$ cat src/rtl/rs_issue_if.sv
// Dispatch / wakeup / issue signal bundle for the reservation-station scheduler.
// master = dispatch and functional-unit side, slave = scheduler.
interface rs_issue_if #(
  parameter int unsigned SIZE  = 4,
  parameter int unsigned IDX_W = 2
);
  logic             flush_i;
  logic             alloc_valid_i;
  logic             alloc_rdy_i;
  logic             alloc_ready_o;
  logic [IDX_W-1:0] alloc_idx_o;
  logic [SIZE-1:0]  wakeup_i;
  logic             issue_valid_o;
  logic [IDX_W-1:0] issue_idx_o;
  logic             issue_ready_i;
  logic [SIZE-1:0]  entry_valid_o;
  logic [SIZE-1:0]  entry_ready_o;
  logic [IDX_W:0]   count_o;

  modport master (
    output flush_i, alloc_valid_i, alloc_rdy_i, wakeup_i, issue_ready_i,
    input  alloc_ready_o, alloc_idx_o, issue_valid_o, issue_idx_o,
           entry_valid_o, entry_ready_o, count_o
  );

  modport slave (
    input  flush_i, alloc_valid_i, alloc_rdy_i, wakeup_i, issue_ready_i,
    output alloc_ready_o, alloc_idx_o, issue_valid_o, issue_idx_o,
           entry_valid_o, entry_ready_o, count_o
  );
endinterface

$ cat src/rtl/rs_issue_scheduler.sv
// Allocate / wakeup / oldest-ready issue controller for a small reservation station.
// The offered index is locked while the functional unit stalls.
module rs_issue_scheduler #(
  parameter int unsigned SIZE  = 4,
  parameter int unsigned IDX_W = 2,
  parameter int unsigned AGE_W = 3
) (
  input logic       clk_i,
  input logic       reset_i,
  rs_issue_if.slave rs
);
  localparam int unsigned      CNT_W   = IDX_W + 1;
  localparam logic [AGE_W-1:0] AGE_MAX = '1;

  typedef enum logic {S_IDLE, S_OFFER} state_e;

  state_e           r_state;
  state_e           w_state_nxt;
  logic [SIZE-1:0]  r_valid;
  logic [SIZE-1:0]  r_ready;
  logic [AGE_W-1:0] r_age [SIZE];
  logic [IDX_W-1:0] r_lock_idx;
  logic [CNT_W-1:0] r_count;

  logic             w_alloc_ready;
  logic [IDX_W-1:0] w_alloc_idx;
  logic             w_alloc_acc;
  logic             w_any_cand;
  logic [IDX_W-1:0] w_sel_idx;
  logic [AGE_W-1:0] w_sel_age;
  logic             w_issue_valid;
  logic [IDX_W-1:0] w_issue_idx;
  logic             w_issue_acc;

  // Lowest free slot; descending scan so the lowest index wins, 0 when full
  always_comb begin
    w_alloc_idx = '0;
    for (int k = SIZE - 1; k >= 0; k--) begin
      if (!r_valid[k]) w_alloc_idx = IDX_W'(k);
    end
  end

  assign w_alloc_ready = ~(&r_valid) & ~rs.flush_i;
  assign w_alloc_acc   = rs.alloc_valid_i & w_alloc_ready;

  // Oldest ready entry; strict compare keeps the lower index on equal ages
  always_comb begin
    w_any_cand = 1'b0;
    w_sel_idx  = '0;
    w_sel_age  = '0;
    for (int k = 0; k < SIZE; k++) begin
      if (r_valid[k] && r_ready[k] && (!w_any_cand || r_age[k] > w_sel_age)) begin
        w_any_cand = 1'b1;
        w_sel_idx  = IDX_W'(k);
        w_sel_age  = r_age[k];
      end
    end
  end

  always_ff @(posedge clk_i or negedge reset_i) begin
    if (!reset_i) r_state <= S_IDLE;
    else          r_state <= w_state_nxt;
  end

  always_comb begin
    w_state_nxt = r_state;
    if (rs.flush_i) begin
      w_state_nxt = S_IDLE;
    end else begin
      case (r_state)
        S_IDLE:  if (w_any_cand && !rs.issue_ready_i) w_state_nxt = S_OFFER;
        S_OFFER: if (rs.issue_ready_i) w_state_nxt = S_IDLE;
        default: w_state_nxt = S_IDLE;
      endcase
    end
  end

  always_comb begin
    w_issue_valid = 1'b0;
    w_issue_idx   = w_sel_idx;
    case (r_state)
      S_IDLE:  w_issue_valid = w_any_cand;
      S_OFFER: begin
        w_issue_valid = 1'b1;
        w_issue_idx   = r_lock_idx;
      end
      default: w_issue_valid = 1'b0;
    endcase
    if (rs.flush_i) w_issue_valid = 1'b0;
  end

  assign w_issue_acc = w_issue_valid & rs.issue_ready_i;

  always_ff @(posedge clk_i or negedge reset_i) begin
    if (!reset_i)                                       r_lock_idx <= '0;
    else if (r_state == S_IDLE && w_state_nxt == S_OFFER) r_lock_idx <= w_sel_idx;
  end

  // Entry state: issue clears, allocation fills a free slot, survivors age on allocation
  always_ff @(posedge clk_i or negedge reset_i) begin
    if (!reset_i) begin
      r_valid <= '0;
      r_ready <= '0;
      r_count <= '0;
      for (int k = 0; k < SIZE; k++) r_age[k] <= '0;
    end else if (rs.flush_i) begin
      r_valid <= '0;
      r_ready <= '0;
      r_count <= '0;
      for (int k = 0; k < SIZE; k++) r_age[k] <= '0;
    end else begin
      for (int k = 0; k < SIZE; k++) begin
        if (w_issue_acc && w_issue_idx == IDX_W'(k)) begin
          r_valid[k] <= 1'b0;
          r_ready[k] <= 1'b0;
          r_age[k]   <= '0;
        end else if (w_alloc_acc && w_alloc_idx == IDX_W'(k)) begin
          r_valid[k] <= 1'b1;
          r_ready[k] <= rs.alloc_rdy_i | rs.wakeup_i[k];
          r_age[k]   <= '0;
        end else if (r_valid[k]) begin
          if (rs.wakeup_i[k]) r_ready[k] <= 1'b1;
          if (w_alloc_acc && r_age[k] != AGE_MAX) r_age[k] <= r_age[k] + AGE_W'(1);
        end
      end
      r_count <= r_count + CNT_W'(w_alloc_acc) - CNT_W'(w_issue_acc);
    end
  end

  assign rs.alloc_ready_o = w_alloc_ready;
  assign rs.alloc_idx_o   = w_alloc_idx;
  assign rs.issue_valid_o = w_issue_valid;
  assign rs.issue_idx_o   = w_issue_idx;
  assign rs.entry_valid_o = r_valid;
  assign rs.entry_ready_o = r_ready;
  assign rs.count_o       = r_count;
endmodule

$ cat src/flat_wrapper.sv
// flat-port wrapper written by rule: the top's interface ports become plain ports
module rs_issue_scheduler_flat 
#(
  parameter int unsigned SIZE  = 4,
  parameter int unsigned IDX_W = 2,
  parameter int unsigned AGE_W = 3
)
  (clk_i, reset_i, rs_flush_i, rs_alloc_valid_i, rs_alloc_rdy_i, rs_wakeup_i, rs_issue_ready_i, rs_alloc_ready_o, rs_alloc_idx_o, rs_issue_valid_o, rs_issue_idx_o, rs_entry_valid_o, rs_entry_ready_o, rs_count_o);
  rs_issue_if #(.SIZE(SIZE), .IDX_W(IDX_W)) rs_i ();
  input logic clk_i;
  input logic reset_i;
  input wire logic [$bits(rs_i.flush_i)-1:0] rs_flush_i;
  input wire logic [$bits(rs_i.alloc_valid_i)-1:0] rs_alloc_valid_i;
  input wire logic [$bits(rs_i.alloc_rdy_i)-1:0] rs_alloc_rdy_i;
  input wire logic [$bits(rs_i.wakeup_i)-1:0] rs_wakeup_i;
  input wire logic [$bits(rs_i.issue_ready_i)-1:0] rs_issue_ready_i;
  output wire logic [$bits(rs_i.alloc_ready_o)-1:0] rs_alloc_ready_o;
  output wire logic [$bits(rs_i.alloc_idx_o)-1:0] rs_alloc_idx_o;
  output wire logic [$bits(rs_i.issue_valid_o)-1:0] rs_issue_valid_o;
  output wire logic [$bits(rs_i.issue_idx_o)-1:0] rs_issue_idx_o;
  output wire logic [$bits(rs_i.entry_valid_o)-1:0] rs_entry_valid_o;
  output wire logic [$bits(rs_i.entry_ready_o)-1:0] rs_entry_ready_o;
  output wire logic [$bits(rs_i.count_o)-1:0] rs_count_o;
  assign rs_i.flush_i = rs_flush_i;
  assign rs_i.alloc_valid_i = rs_alloc_valid_i;
  assign rs_i.alloc_rdy_i = rs_alloc_rdy_i;
  assign rs_i.wakeup_i = rs_wakeup_i;
  assign rs_i.issue_ready_i = rs_issue_ready_i;
  assign rs_alloc_ready_o = rs_i.alloc_ready_o;
  assign rs_alloc_idx_o = rs_i.alloc_idx_o;
  assign rs_issue_valid_o = rs_i.issue_valid_o;
  assign rs_issue_idx_o = rs_i.issue_idx_o;
  assign rs_entry_valid_o = rs_i.entry_valid_o;
  assign rs_entry_ready_o = rs_i.entry_ready_o;
  assign rs_count_o = rs_i.count_o;
  rs_issue_scheduler #(.SIZE(SIZE), .IDX_W(IDX_W), .AGE_W(AGE_W)) u_core (.clk_i(clk_i), .reset_i(reset_i), .rs(rs_i));
endmodule
$ cat config.mk
export PLATFORM = sky130hd
export DESIGN_NAME = rs_issue_scheduler_flat
export DESIGN_NICKNAME = d
export VERILOG_FILES = /design/src/rtl/rs_issue_if.sv /design/src/rtl/rs_issue_scheduler.sv /design/src/flat_wrapper.sv
export SDC_FILE = /design/constraint.sdc
export NUM_CORES = 1
export LEC_CHECK = 0
export BUFFER_PORTS_ARGS = -buffer_cell sky130_fd_sc_hd__buf_2
export CAP_MARGIN = 20
export CELL_PAD_IN_SITES_DETAIL_PLACEMENT = 1
export CELL_PAD_IN_SITES_GLOBAL_PLACEMENT = 1
export CORE_UTILIZATION = 44
export DETAILED_ROUTE_END_ITERATION = 7
export MAX_ROUTING_LAYER = met4
export PLACE_DENSITY_LB_ADDON = 0.3
export SYNTH_ARGS = -nofsm -noshare
export SYNTH_HDL_FRONTEND = slang
export SYNTH_SLANG_ARGS = --single-unit
$ cat constraint.sdc
create_clock -name clk_i -period 7.38 [get_ports clk_i]
set_clock_uncertainty 0.2 [all_clocks]
set_input_delay 1.476 -clock clk_i [delete_from_list [all_inputs] [get_ports clk_i]]
set_output_delay 1.476 -clock clk_i [all_outputs]
set_load 0.03 [all_outputs]
==> metrics <==
Starting Density=46.8%; synthesized instance count=209; Num CTS Buffers=3; Peak VDD IR=0.0742 mV; DP Wirelength=3.90 mm; aggregate global routing overflow=0; synthesized cell area=0.00191 mm^2; Worst EP required=5.70 ns; EDFF count, synth=0; most frequent cells in the layout=buf_2, dfrtp_1, a21oi_1, nor2_1, ha_1; sequential share of the synthesized area=34.0%; H-tree depth=1; Syn. warnings=0; Power Density=146 mW/mm^2; WHS Path Cells=2; Mapped Avg Cell Area=9.15 um^2; Hold Fails Final Rpt=0; period utilization=95.0%; # rows=23; CP Class=flip-flop to output port; fin. max-slew vios=0; ANT cells=0; Final Critical Period=7.01 ns; syn_nets=239; die area=0.00461 mm^2; initial antenna violation count=0; Placer Congestion=0.875; r2r setup slk=2.00 ns; Post-Place Cell Area=0.00207 mm^2; DRT iter0 DRCs=70; status=finished, final reports clean; unique cell type count in the Yosys netlist=46; CTS Buffer Depth=2; vias=1707; Critical Path Source=u_core.rs.entry_valid_o[0]$_DFFE_PN0P_; Hold WS=0.371 ns; min-delay src=u_core.r_lock_idx[0]$_DFFE_PN0P_; final worst slack=0.367 ns; hold path endpoint=u_core.r_lock_idx[0]$_DFFE_PN0P_; crit path max fanout=14; largest net degree at the start of global routing=27; First-pass DRT Iterations=7; RR Startpoint=u_core.rs.entry_valid_o[0]$_DFFE_PN0P_; CTS tree=yes; clk_lat worst skew=0.28 ns; Max-Cap Viols=0; # clock sinks=26; Final Setup Violations=0; CTS Hold Bufs=0; R2R cell count=19; Core ar.=0.00409 mm^2; clock slew at reported path FFs=0.09 ns; die height=67.9 um; Area growth, synth to finish=13.2%; Final Util=53.0%; share of cells above drive strength 1=20.7%; Async SR Flop Fraction=100%; fmax=0.143 GHz; Die W=67.9 um; antenna viol nets, final=0; vias in the first global route=1675; final wirelength=5.03 mm; Setup crit end kind=output port; Slew @ Worst Pin=0.676 ns; Seq cells post-synth=26; GRT Overall Usage=24.3%; nets@finish=268; final instance area=0.00216 mm^2; clock root buffer=clkbuf_8; WL/cell=17.5 um; Placement Setup Slack=0.433 ns; Main synth FF type=dfrtp_1; IO Pins=27; CP startpoint kind=flip-flop; Sum Neg Setup Slack=0 ns; # port buffers=26; HP Class=flip-flop to flip-flop; Lkg Pwr=0.00107 uW; first-pass GRT wire length=8.03 mm; # DRC=0; R2R Path End=u_core.rs.entry_valid_o[2]$_DFFE_PN0P_; CP arrival=5.34 ns; Rel. slew slack=54.9%; DR vias/cell=5.95
==> Yosys cell counts, drive strengths merged (3+ instances only) <==
master	instances	area, um^2
a211oi	6	45.0
a21oi	19	95.1
a221oi	3	32.5
a31oi	11	68.8
a41oi	3	33.8
and2	3	21.3
and3	3	18.8
buf	5	32.5
dfrtp	26	651
ha	19	238
inv	14	52.6
mux2	6	67.6
mux2i	5	50.1
nand2	14	52.6
nand3	4	20.0
nand3b	3	22.5
nor2	19	71.3
nor2b	6	37.5
nor3	6	30.0
o21ai	6	30.0
xnor2	6	52.6
==> kinds of logic (layout without fill, tap and decap cells) <==
| group | count (synthesis) | in the layout | synth area share [%] |
|---|---|---|---|
| AND/OR/NAND/NOR | 66 | 66 | 17.7 |
| AO/OA/AOI/OAI | 60 | 60 | 21.3 |
| flip-flops | 26 | 26 | 34.0 |
| adder cells (fa/ha/maj) | 20 | 20 | 13.5 |
| buffers and inverters | 20 | 48 | 4.65 |
| multiplexers | 11 | 11 | 6.15 |
| XOR/XNOR | 6 | 6 | 2.75 |
==> how the worst max path moves through the flow <==
stage                        endpoint  slack [ns]  depth (start not counted)
floorplan           rs_issue_idx_o[0]        1.25                         19
global placement    rs_issue_idx_o[1]        0.66                         20
detailed placement  rs_issue_idx_o[0]        0.43                         20
CTS                 rs_issue_idx_o[0]        0.11                         20
global route        rs_issue_idx_o[0]       -0.02                         20
finish              rs_issue_idx_o[0]        0.37                         20
==> area by class of cell <==
type / count / area (um^2)
Fill cell: 505 / 1920
Inverter: 14 / 52.6
Multi-Input combinational cell: 163 / 1180
Clock buffer: 4 / 55.1
Timing Repair Buffer: 30 / 160
Sequential cell: 26 / 651
Tap cell: 50 / 62.6
==> metrics by stage <==
step	std cells	power (uW)
2_1_floorplan	209	203
3_3_place_gp	279	222
3_5_place_dp	279	224
4_1_cts	283	319
5_1_grt	287	331
6_report	287	315
==> report_power, final <==
| part | internal, uW | switching (uW) | total [uW] |
|---|---|---|---|
| clock | 47.8 | 47.3 | 95.1 |
| sequential | 151 | 9.30 | 161 |
| combinational | 21.8 | 37.9 | 59.7 |
| total | 221 | 94.5 | 315 |
==> worst max-delay path, cell delays in order (launching register included) <==
cell and delay, ns:
dfrtp_1 0.57, and2_1 0.26, nand2_1 0.11, ha_1 0.33, nand2_1 0.07, o211ai_1 0.43
a21oi_1 0.13, a31oi_1 0.32, ha_1 0.33, a21oi_1 0.19, a21oi_1 0.12, o21bai_2 0.27
nor2_1 0.07, a21o_1 0.16, ha_1 0.31, nor2b_1 0.15, a221oi_1 0.35, o21ai_1 0.28
o21ai_2 0.34, inv_1 0.08, buf_2 0.18
==> layer usage <==
metal  track usage, %  vias to the layer above  wire (um)
met5                -                        -          0
met4             6.51                        0         92
met3             2.00                       10        128
met2             41.6                       27       2500
met1             30.8                      845       2320
li1                 -                      825          -
==> registers in the layout, summed over array words and instances, names as in the netlist <==
signal                   flops
u_core.r_state               1
u_core.rs.count_o            3
u_core.rs.entry_valid_o      4
u_core.rs.entry_ready_o      4
u_core.r_age                12
u_core.r_lock_idx            2
==> timing repair <==
| item | 4_1_cts | 5_1_grt |
|---|---|---|
| setup buffers | 0 | 4 |
| resized for setup | 0 | 3 |
| endpoints found under the setup margin | 0 | 2 |
Note: power is estimated with default switching activity, not from simulation.
